**src/rtl/heater_pkg.sv**
```systemverilog
// Shared types for the heater supervisor: top/recovery FSM states and retry counter width.
package heater_pkg;

  typedef enum logic [1:0] {StIdle, StRamp, StRun} top_state_e;

  typedef enum logic [1:0] {RIdle, RClear, RHold} rec_state_e;

  localparam int unsigned RETRY_W = 4;

endpackage

```
**src/rtl/heater_recovery.sv**
```systemverilog
// Serial recovery engine: lowest-index pick, clear pulse, hold-off, retry budget and lockout.
module heater_recovery
  import heater_pkg::*;
#(
  parameter int unsigned N              = 18,
  parameter int unsigned CLEAR_CYCLES   = 4,
  parameter int unsigned HOLDOFF_CYCLES = 256,
  parameter int unsigned MAX_RETRY      = 3
) (
  input  logic         clk_i,
  input  logic         rst_i,
  input  logic         run_i,
  input  logic         abort_i,
  input  logic         clear_i,
  input  logic [N-1:0] pending_i,
  output logic [N-1:0] take_o,
  output logic [N-1:0] active_o,
  output logic [N-1:0] en_set_o,
  output logic [N-1:0] heater_err_clear_o,
  output logic [N-1:0] fault_o
);

  localparam int unsigned IdxW   = (N > 1) ? $clog2(N) : 1;
  localparam int unsigned CntMax = (CLEAR_CYCLES > HOLDOFF_CYCLES) ? CLEAR_CYCLES : HOLDOFF_CYCLES;
  localparam int unsigned CntW   = (CntMax > 1) ? $clog2(CntMax) : 1;
  localparam logic [CntW-1:0]    ClearLast = CntW'(CLEAR_CYCLES - 1);
  localparam logic [CntW-1:0]    HoldLast  = CntW'(HOLDOFF_CYCLES - 1);
  localparam logic [RETRY_W-1:0] MaxRetry  = RETRY_W'(MAX_RETRY);

  rec_state_e         state_q, state_d;
  logic [IdxW-1:0]    sel_q, sel_d;
  logic [CntW-1:0]    cnt_q, cnt_d;
  logic [N-1:0]       clr_q, clr_d;
  logic [N-1:0]       fault_q, fault_d;
  logic [RETRY_W-1:0] retry_q [N];
  logic [RETRY_W-1:0] retry_d [N];

  logic [IdxW-1:0] pick_idx;
  logic            pick_vld;
  logic            hold_done;

  always_comb begin
    pick_idx = '0;
    pick_vld = 1'b0;
    for (int i = 0; i < N; i++) begin
      if (pending_i[i] && !pick_vld) begin
        pick_idx = IdxW'(i);
        pick_vld = 1'b1;
      end
    end
  end

  assign hold_done = (state_q == RHold) && (cnt_q == HoldLast);

  always_comb begin
    state_d  = state_q;
    sel_d    = sel_q;
    cnt_d    = cnt_q;
    clr_d    = clr_q;
    fault_d  = fault_q;
    retry_d  = retry_q;
    take_o   = '0;
    en_set_o = '0;
    active_o = (state_q != RIdle) ? (N'(1) << sel_q) : '0;

    case (state_q)
      RClear: begin
        if (cnt_q == ClearLast) begin
          state_d = RHold;
          cnt_d   = '0;
          clr_d   = '0;
        end else begin
          cnt_d = cnt_q + CntW'(1);
        end
      end
      RHold: begin
        if (hold_done) begin
          state_d = RIdle;
          if (retry_q[sel_q] == MaxRetry) begin
            fault_d[sel_q] = 1'b1;
          end else begin
            retry_d[sel_q]  = retry_q[sel_q] + RETRY_W'(1);
            en_set_o[sel_q] = 1'b1;
          end
        end else begin
          cnt_d = cnt_q + CntW'(1);
        end
      end
      default: ;
    endcase

    // Picking on the final hold-off cycle lets queued channels run back to back.
    if (run_i && pick_vld && (state_q == RIdle || hold_done)) begin
      state_d          = RClear;
      sel_d            = pick_idx;
      cnt_d            = '0;
      clr_d            = N'(1) << pick_idx;
      take_o           = N'(1) << pick_idx;
      active_o         = active_o | take_o;
    end

    if (abort_i) begin
      state_d  = RIdle;
      cnt_d    = '0;
      clr_d    = '0;
      en_set_o = '0;
      fault_d  = fault_q;
      retry_d  = retry_q;
    end

    if (clear_i) begin
      fault_d = '0;
      for (int i = 0; i < N; i++) retry_d[i] = '0;
    end
  end

  always_ff @(posedge clk_i) begin
    if (rst_i) begin
      state_q <= RIdle;
      sel_q   <= '0;
      cnt_q   <= '0;
      clr_q   <= '0;
      fault_q <= '0;
      for (int i = 0; i < N; i++) retry_q[i] <= '0;
    end else begin
      state_q <= state_d;
      sel_q   <= sel_d;
      cnt_q   <= cnt_d;
      clr_q   <= clr_d;
      fault_q <= fault_d;
      retry_q <= retry_d;
    end
  end

  assign heater_err_clear_o = clr_q;
  assign fault_o            = fault_q;

endmodule

```
**src/rtl/heater_supervisor.sv**
```systemverilog
// Heater array sequencer: top FSM, ramp enables, error capture. Define HEATER_SUP_STAGGER_EN
// for a staggered ramp; otherwise all channels are enabled together.
module heater_supervisor
  import heater_pkg::*;
#(
  parameter int unsigned N              = 18,
  parameter int unsigned STAGGER_CYCLES = 1024,
  parameter int unsigned CLEAR_CYCLES   = 4,
  parameter int unsigned HOLDOFF_CYCLES = 256,
  parameter int unsigned MAX_RETRY      = 3
) (
  input  logic         clk_i,
  input  logic         rst_i,
  input  logic         start_i,
  input  logic         stop_i,
  input  logic [N-1:0] heater_error_i,
  output logic [N-1:0] heater_enable_o,
  output logic [N-1:0] heater_err_clear_o,
  output logic [N-1:0] fault_o,
  output logic         busy_o
);

  top_state_e   state_q, state_d;
  logic [N-1:0] enable_q, enable_d;
  logic [N-1:0] pending_q, pending_d;
  logic [N-1:0] capture;
  logic [N-1:0] rec_take, rec_active, rec_en_set;

`ifdef HEATER_SUP_STAGGER_EN
  localparam int unsigned IdxW = (N > 1) ? $clog2(N) : 1;
  localparam int unsigned StgW = (STAGGER_CYCLES > 1) ? $clog2(STAGGER_CYCLES) : 1;
  localparam logic [StgW-1:0] StgLast = StgW'(STAGGER_CYCLES - 1);

  logic [StgW-1:0] stg_cnt_q, stg_cnt_d;
  logic [IdxW-1:0] idx_q, idx_d;

  always_ff @(posedge clk_i) begin
    if (rst_i) begin
      stg_cnt_q <= '0;
      idx_q     <= '0;
    end else begin
      stg_cnt_q <= stg_cnt_d;
      idx_q     <= idx_d;
    end
  end
`else
  logic unused_stagger;
  assign unused_stagger = ^STAGGER_CYCLES;
`endif

  always_comb begin
    state_d   = state_q;
    enable_d  = enable_q;
    pending_d = pending_q;
    capture   = heater_error_i & enable_q & ~fault_o & ~rec_active;
`ifdef HEATER_SUP_STAGGER_EN
    stg_cnt_d = stg_cnt_q;
    idx_d     = idx_q;
`endif

    case (state_q)
      StIdle: begin
        enable_d  = '0;
        pending_d = '0;
        if (start_i) begin
          state_d = StRamp;
`ifdef HEATER_SUP_STAGGER_EN
          enable_d  = N'(1);
          stg_cnt_d = '0;
          idx_d     = IdxW'(1);
`else
          enable_d = '1;
`endif
        end
      end
      StRamp: begin
        pending_d = pending_q | capture;
        if (enable_q[N-1]) begin
          state_d = StRun;
`ifdef HEATER_SUP_STAGGER_EN
        end else if (stg_cnt_q == StgLast) begin
          stg_cnt_d       = '0;
          enable_d[idx_q] = 1'b1;
          idx_d           = idx_q + IdxW'(1);
        end else begin
          stg_cnt_d = stg_cnt_q + StgW'(1);
`endif
        end
      end
      StRun: begin
        enable_d  = (enable_q & ~rec_take) | rec_en_set;
        pending_d = (pending_q & ~rec_take) | capture;
      end
      default: state_d = StIdle;
    endcase

    if (stop_i) begin
      state_d   = StIdle;
      enable_d  = '0;
      pending_d = '0;
    end
  end

  always_ff @(posedge clk_i) begin
    if (rst_i) begin
      state_q   <= StIdle;
      enable_q  <= '0;
      pending_q <= '0;
    end else begin
      state_q   <= state_d;
      enable_q  <= enable_d;
      pending_q <= pending_d;
    end
  end

  heater_recovery #(
    .N             (N),
    .CLEAR_CYCLES  (CLEAR_CYCLES),
    .HOLDOFF_CYCLES(HOLDOFF_CYCLES),
    .MAX_RETRY     (MAX_RETRY)
  ) u_recovery (
    .clk_i             (clk_i),
    .rst_i             (rst_i),
    .run_i             (state_q == StRun),
    .abort_i           (stop_i),
    .clear_i           ((state_q == StIdle) && start_i && !stop_i),
    .pending_i         (pending_q),
    .take_o            (rec_take),
    .active_o          (rec_active),
    .en_set_o          (rec_en_set),
    .heater_err_clear_o(heater_err_clear_o),
    .fault_o           (fault_o)
  );

  assign heater_enable_o = enable_q;
  assign busy_o          = (state_q != StIdle);

endmodule

```
**config.mk**
```make
export PLATFORM = sky130hd
export DESIGN_NAME = heater_supervisor
export DESIGN_NICKNAME = d
export VERILOG_FILES = /design/src/rtl/heater_pkg.sv /design/src/rtl/heater_recovery.sv /design/src/rtl/heater_supervisor.sv
export SDC_FILE = /design/constraint.sdc
export NUM_CORES = 1
export LEC_CHECK = 0
export ABC_AREA = 1
export ABC_CLOCK_PERIOD_IN_PS = 8600
export CAP_MARGIN = 5
export CORE_ASPECT_RATIO = 1.1
export CORE_MARGIN = 3
export CORE_UTILIZATION = 62
export CTS_CLUSTER_SIZE = 30
export DETAILED_ROUTE_END_ITERATION = 6
export PLACE_DENSITY = 0.95
export SYNTH_ARGS = -nofsm -noshare
export SYNTH_HDL_FRONTEND = slang
export SYNTH_SLANG_ARGS = --single-unit
```
**constraint.sdc**
```tcl
create_clock -name clk_i -period 8.6 [get_ports clk_i]
set_input_delay 2.15 -clock clk_i [delete_from_list [all_inputs] [get_ports clk_i]]
set_output_delay 2.15 -clock clk_i [all_outputs]
set_load 0.05 [all_outputs]
```
## Word-level counts from Yosys, hierarchy flattened

Index checks and enable logic that the tools add are counted.

| operators by class | value |
|---|---|
| $add $sub $neg | 2 |
| multiply operators | 0 |
| div/mod/pow operators | 0 |
| magnitude comparators | 4 |
| eq/ne operators | 14 |
| shifts and indexed selects | 2 |
| muxes and demuxes | 66 |
| bitwise logic cells | 17 |
| reductions and logical operators | 63 |

Operator list:

| kind | count |
|---|---|
| 18-bit 2-to-1 mux | 11 |
| 18-bit bitwise AND | 5 |
| 18-bit bitwise OR | 5 |
| 5-bit 2-to-1 mux | 16 |
| 72-bit bitwise mux | 1 |
| 18-bit NOT | 3 |
| 18-bit case mux with 3 select lines | 1 |
| 18-bit case mux with 2 select lines | 1 |
| 1-bit by 5-bit << shifter with 18-bit output, first input constant | 2 |
| 1-bit logical AND | 24 |
| 1-bit 2-to-1 mux | 21 |
| 4-bit binary-select mux with 5-bit select | 1 |
| 4-bit demux with 5-bit select | 1 |
| 1-bit logical NOT | 18 |
| 8-bit 2-to-1 mux | 2 |
| 8-bit case mux with 2 select lines | 1 |
| 4-bit 2-to-1 mux | 3 |
| 2-bit nonzero test | 6 |
| 3-bit AND reduction | 3 |
| 8-bit by 1-bit adder with 8-bit output, second input constant | 1 |
| 8-bit by 2-bit equality test with 1-bit output, second input constant | 1 |
| 8-bit equality test, second input constant | 1 |
| 2-bit 2-to-1 mux | 4 |
| 4-bit AND reduction | 2 |
| other kinds (23) | 34 |

| storage, ports and cells | value |
|---|---|
| register bits after elaboration | 161 |
| latch bits | 0 |
| RAM bits | 0 |
| memory bits (read-only) | 0 |
| output and inout bits | 55 |
| logic and storage cells | 195 |
| memories kept | 0 |

## Logic depth before layout (Yosys ltp)

| logic depth | value |
|---|---|
| depth in word-level cells | 59 |
| gate-level depth with buffers | 20 |

## By module

From an unflattened synthesis, not the netlist that was laid out.

| unflattened totals | value |
|---|---|
| cell total of the unflattened synthesis | 1289 |
| area total of the unflattened synthesis | 8348.0 µm² |

By module, submodules not included:

| module | instances | cells each | area each (µm²) | seq. area each (µm²) |
|---|---|---|---|---|
| heater_recovery | 1 | 906 | 6023.3 | 2462.4 |
| heater_supervisor | 1 | 383 | 2324.7 | 760.7 |

## Least setup slack after synthesis

OpenSTA, ideal clock, no wires.

| timing | value |
|---|---|
| kind | flip-flop to output port |
| from | register state_q[0] |
| to | output busy_o |
| arrival | 1009 ps |
| slack | 5441 ps |
| cell stages (with the launch flop) | 4 |
| path buffers | 0 |
| path through | dfxtp_1 > inv_1 > ha_1 > inv_1 |

| on the way | value |
|---|---|
| cells in the longest elaborated chain, start to end | 1 |

Ends and longest elaborated chain:

| item | line | source |
|---|---|---|
| from (decl) | heater_supervisor.sv:23 | `top_state_e state_q, state_d;` |
| from (signal assigned) | heater_supervisor.sv:106 | `state_q <= StIdle;` |
| from (signal assigned) | heater_supervisor.sv:110 | `state_q <= state_d;` |
| 2-bit nonzero test | heater_supervisor.sv:136 | `assign busy_o = (state_q != StIdle);` |
| to (decl) | heater_supervisor.sv:20 | `output logic busy_o` |

Every way passes these cells.

## Final worst setup path

Ends and elaborated chain as after synthesis.

==> impl_metrics.py <==
metrics = {
    "status": {
        "status": "finished with violations",
        "violations": "design-rule violations",
    },
    "cells_and_area": {
        "nets": 1157,
        "fillers": 878,
        "drive_above_1_share_pct": 8.28,
        "multi_input_area_um2": 3750,
        "register_area_um2": 3220,
        "fin_cells": 1289,
        "diodes": 0,
        "area_growth_pct": 16.9,
    },
    "route": {
        "wl_per_cell_um": 17.7,
        "vias": 7926,
        "drt_wl_total_mm": 22.9,
        "ant_nets": 0,
        "via_per_inst": 6.15,
        "drc": 1,
        "drtPass1Iterations": 7,
        "drt_iter0_drc": 1247,
    },
    "sta": {
        "worst_slew_pin_slew_ns": 0.931,
        "finalHoldViolCount": 0,
        "rsz0062_at_grt": "false",
        "slew_viol_final": 0,
        "fmax_mhz": 231,
        "fin_skew_ns": 0.00584,
        "fin_tns_setup_ns": 0,
        "fin_crit_sh_pct": 50.4,
        "finalSetupViolCount": 0,
        "min_period_ns": 4.33,
        "slew_headroom_pct": 37.9,
    },
    "cts": {
        "cts_tree": "yes",
        "ctsHoldBuffers": 0,
        "root_buffer": "clkbuf_16",
        "clkTransAtPathRegs_ns": 0.06,
        "cts_made_buffers": 17,
        "cts.sinks": 161,
        "cts_setup_buffers": 0,
        "post_cts_resized": 0,
        "clkLatencyLatePin_ns": 0.43,
        "clockBufferDepth": 2,
        "htreeDepth": 4,
    },
    "job": {
        "drv_cap": 0,
    },
    "die": {
        "rows": 42,
        "fp.dieW_um": 112,
        "core_area_um2": 12100,
        "dieArea_um2": 13800,
        "ioPinCount": 77,
        "die_h_um": 123,
        "start_util_pct": 63.6,
    },
    "synthesis": {
        "ys_seq_elements": 161,
        "ys.flop_type": "dfxtp_1",
        "synth_edf_count": 0,
        "ys_seq_area_share_pct": 41.9,
        "synth_top_area_share_pct": 41.9,
        "syn_avg_cell_area_um2": 7.23,
        "synthTopCellsByArea": "dfxtp_1 42%, nand2_1 11%, a21oi_1 8.9%",
        "yosys-top-cells-count": "232 x nand2_1, 161 x dfxtp_1, 136 x a21oi_1",
        "yosys.area.top_type": "dfxtp_1",
        "post-synth-top-count-cell": "nand2_1",
        "synthCells": 1063,
        "synth_cell_types": 47,
        "synthesis.area_um2": 7680,
        "synth_warnings": 0,
        "async_flop_share_pct": 0,
        "syn-num-nets": 1095,
    },
    "worst_setup_path": {
        "r2r_setup_slack_ns": 4.46,
        "rr_worst_depth": 17,
        "cp_max_fo": 5,
        "path_class": "flop to output pin",
        "crit_path_start_kind": "flop",
        "end_kind": "output pin",
        "r2r_end": "u_recovery.retry_q[56]",
        "cp.required_ns": 6.45,
        "timing.rr.start": "u_recovery.sel_q[0]",
        "arrival_ns": 2.18,
    },
    "grt": {
        "overflow": 0,
        "grt_pass1_wl_mm": 35.9,
        "antenna_found_initial": 0,
        "grt_max_degree": 74,
        "grtUsageTotal_pct": 32.7,
        "grt_pass1_vias": 7189,
    },
    "placed_design": {
        "gp_congestion": 0.916,
        "dp_cells": 1260,
        "hpwl_mm": 15.6,
        "port_buffers": 76,
    },
    "power": {
        "powerDensity_nw_per_um2": 172,
        "power.leakage_uw": 0.00352,
        "peakVddDrop_v": 0.000132,
    },
    "hold_path": {
        "hold_start": "u_recovery.retry_q[61]",
        "holdPathStages": 2,
        "worstHoldEndpoint": "u_recovery.retry_q[61]",
        "hp-class": "flop to flop",
    },
}
[cell families (layout without fill, tap and decap cells)]
| logic type | count (synthesis) | count (layout) | share of synthesized area (%) |
|---|---|---|---|
| and+or+nand+nor | 416 | 416 | 25.0 |
| buffers and inverters | 175 | 247 | 9.39 |
| xor gates and xnor gates | 4 | 4 | 0.554 |
| DFF | 161 | 161 | 41.9 |
| adders and majority gates | 10 | 10 | 1.63 |
| AOI/OAI and AO/OA | 297 | 297 | 21.4 |
[critical path, cell delays in order (launching register included)]
cell             delay [ns]
dfxtp_1                0.41
inv_1                  0.09
ha_1                   0.28
inv_1                  0.14
clkdlybuf4s50_1        0.83
[layout by cell type, fill, tap and decap left out, types with 2 or more instances in the layout]
| master | synthesis | routed |
|---|---|---|
| nand2_4 | 12 | 12 |
| a21oi_1 | 136 | 136 |
| nand4_4 | 2 | 2 |
| xor2_1 | 3 | 3 |
| o21ai_1 | 20 | 20 |
| a211oi_1 | 2 | 2 |
| nand3_1 | 30 | 30 |
| clkdlybuf4s50_1 | 0 | 76 |
| clkbuf_16 | 0 | 17 |
| inv_2 | 12 | 12 |
| ha_1 | 10 | 10 |
| nand4_1 | 11 | 11 |
| o21ai_0 | 82 | 82 |
| or2_2 | 2 | 2 |
| o22ai_1 | 7 | 7 |
| nand3_2 | 7 | 7 |
| nor2_1 | 90 | 90 |
| a31oi_1 | 20 | 20 |
| clkbuf_1 | 24 | 4 |
| nand4_2 | 2 | 2 |
| a32oi_1 | 4 | 4 |
| dfxtp_1 | 161 | 161 |
| clkinv_2 | 0 | 6 |
| a22oi_1 | 7 | 7 |
| nand2_1 | 232 | 232 |
| nor2_2 | 3 | 3 |
| nand2_2 | 11 | 11 |
| clkinv_1 | 2 | 2 |
| a221oi_2 | 2 | 2 |
| o211ai_1 | 6 | 6 |
| buf_4 | 3 | 4 |
| nor3_1 | 4 | 4 |
| o2111ai_1 | 6 | 6 |
| inv_1 | 123 | 123 |
| nor2_4 | 5 | 5 |
[sequential cells by signal, indices dropped and copies added, names as in the netlist]
register                       flops
pending_q                         18
state_q                            2
u_recovery.retry_q                72
u_recovery.sel_q                   5
heater_enable_o                   18
u_recovery.cnt_q                   8
u_recovery.fault_o                18
u_recovery.state_q                 2
u_recovery.heater_err_clear_o     18
[area by class of cell]
type	instances	area share [%]
Clock buffer	21	4.90
Inverter	138	5.79
Multi-Input combinational cell	727	41.7
Sequential cell	161	35.9
Clock inverter	8	0.752
Tap cell	154	2.14
Timing Repair Buffer	80	8.80
[report_power, final]
| part | internal (uW) | leakage, uW | switching [uW] |
|---|---|---|---|
| Combinational | 34.6 | 0.00197 | 76.1 |
| Sequential | 752 | 0.00130 | 5.76 |
| Clock | 389 | 0.000252 | 291 |
| Total | 1170 | 0.00352 | 373 |
[metrics by stage]
| step | setup slack, ns | util (%) | hold WS [ns] | cell area (um^2) | total power [uW] |
|---|---|---|---|---|---|
| floorplan | 5.44 | - | 0.423 | 7680 | 840 |
| global placement | 4.17 | 70.1 | 0.433 | 8480 | 878 |
| detailed placement | 4.10 | 70.1 | 0.439 | 8480 | 880 |
| CTS | 4.25 | 74.3 | 0.449 | 8980 | 1540 |
| global route | 4.20 | 74.3 | 0.469 | 8980 | 1580 |
| finish | 4.27 | 74.3 | 0.449 | 8980 | 1550 |
[worst max-delay path by stage]
stage | from | endpoint | slack [ns] | cells after the start
floorplan | state_q[0] | busy_o | 5.44 | 3
global placement | stop_i | u_recovery.fault_o[8] | 4.17 | 6
detailed placement | stop_i | u_recovery.fault_o[2] | 4.10 | 6
CTS | state_q[0] | busy_o | 4.25 | 4
global route | state_q[0] | busy_o | 4.20 | 4
finish | state_q[0] | busy_o | 4.27 | 4
[layer usage]
| metal | vias to the layer above | routed length, um | track usage (%) |
|---|---|---|---|
| met5 | - | 0 | 0 |
| met1 | 3627 | 8770 | 42.4 |
| li1 | 3629 | - | - |
| met3 | 97 | 2680 | 7.84 |
| met2 | 573 | 10500 | 51.9 |
| met4 | 0 | 963 | 15.0 |
No activity file was read; power rests on OpenSTA's default activity.
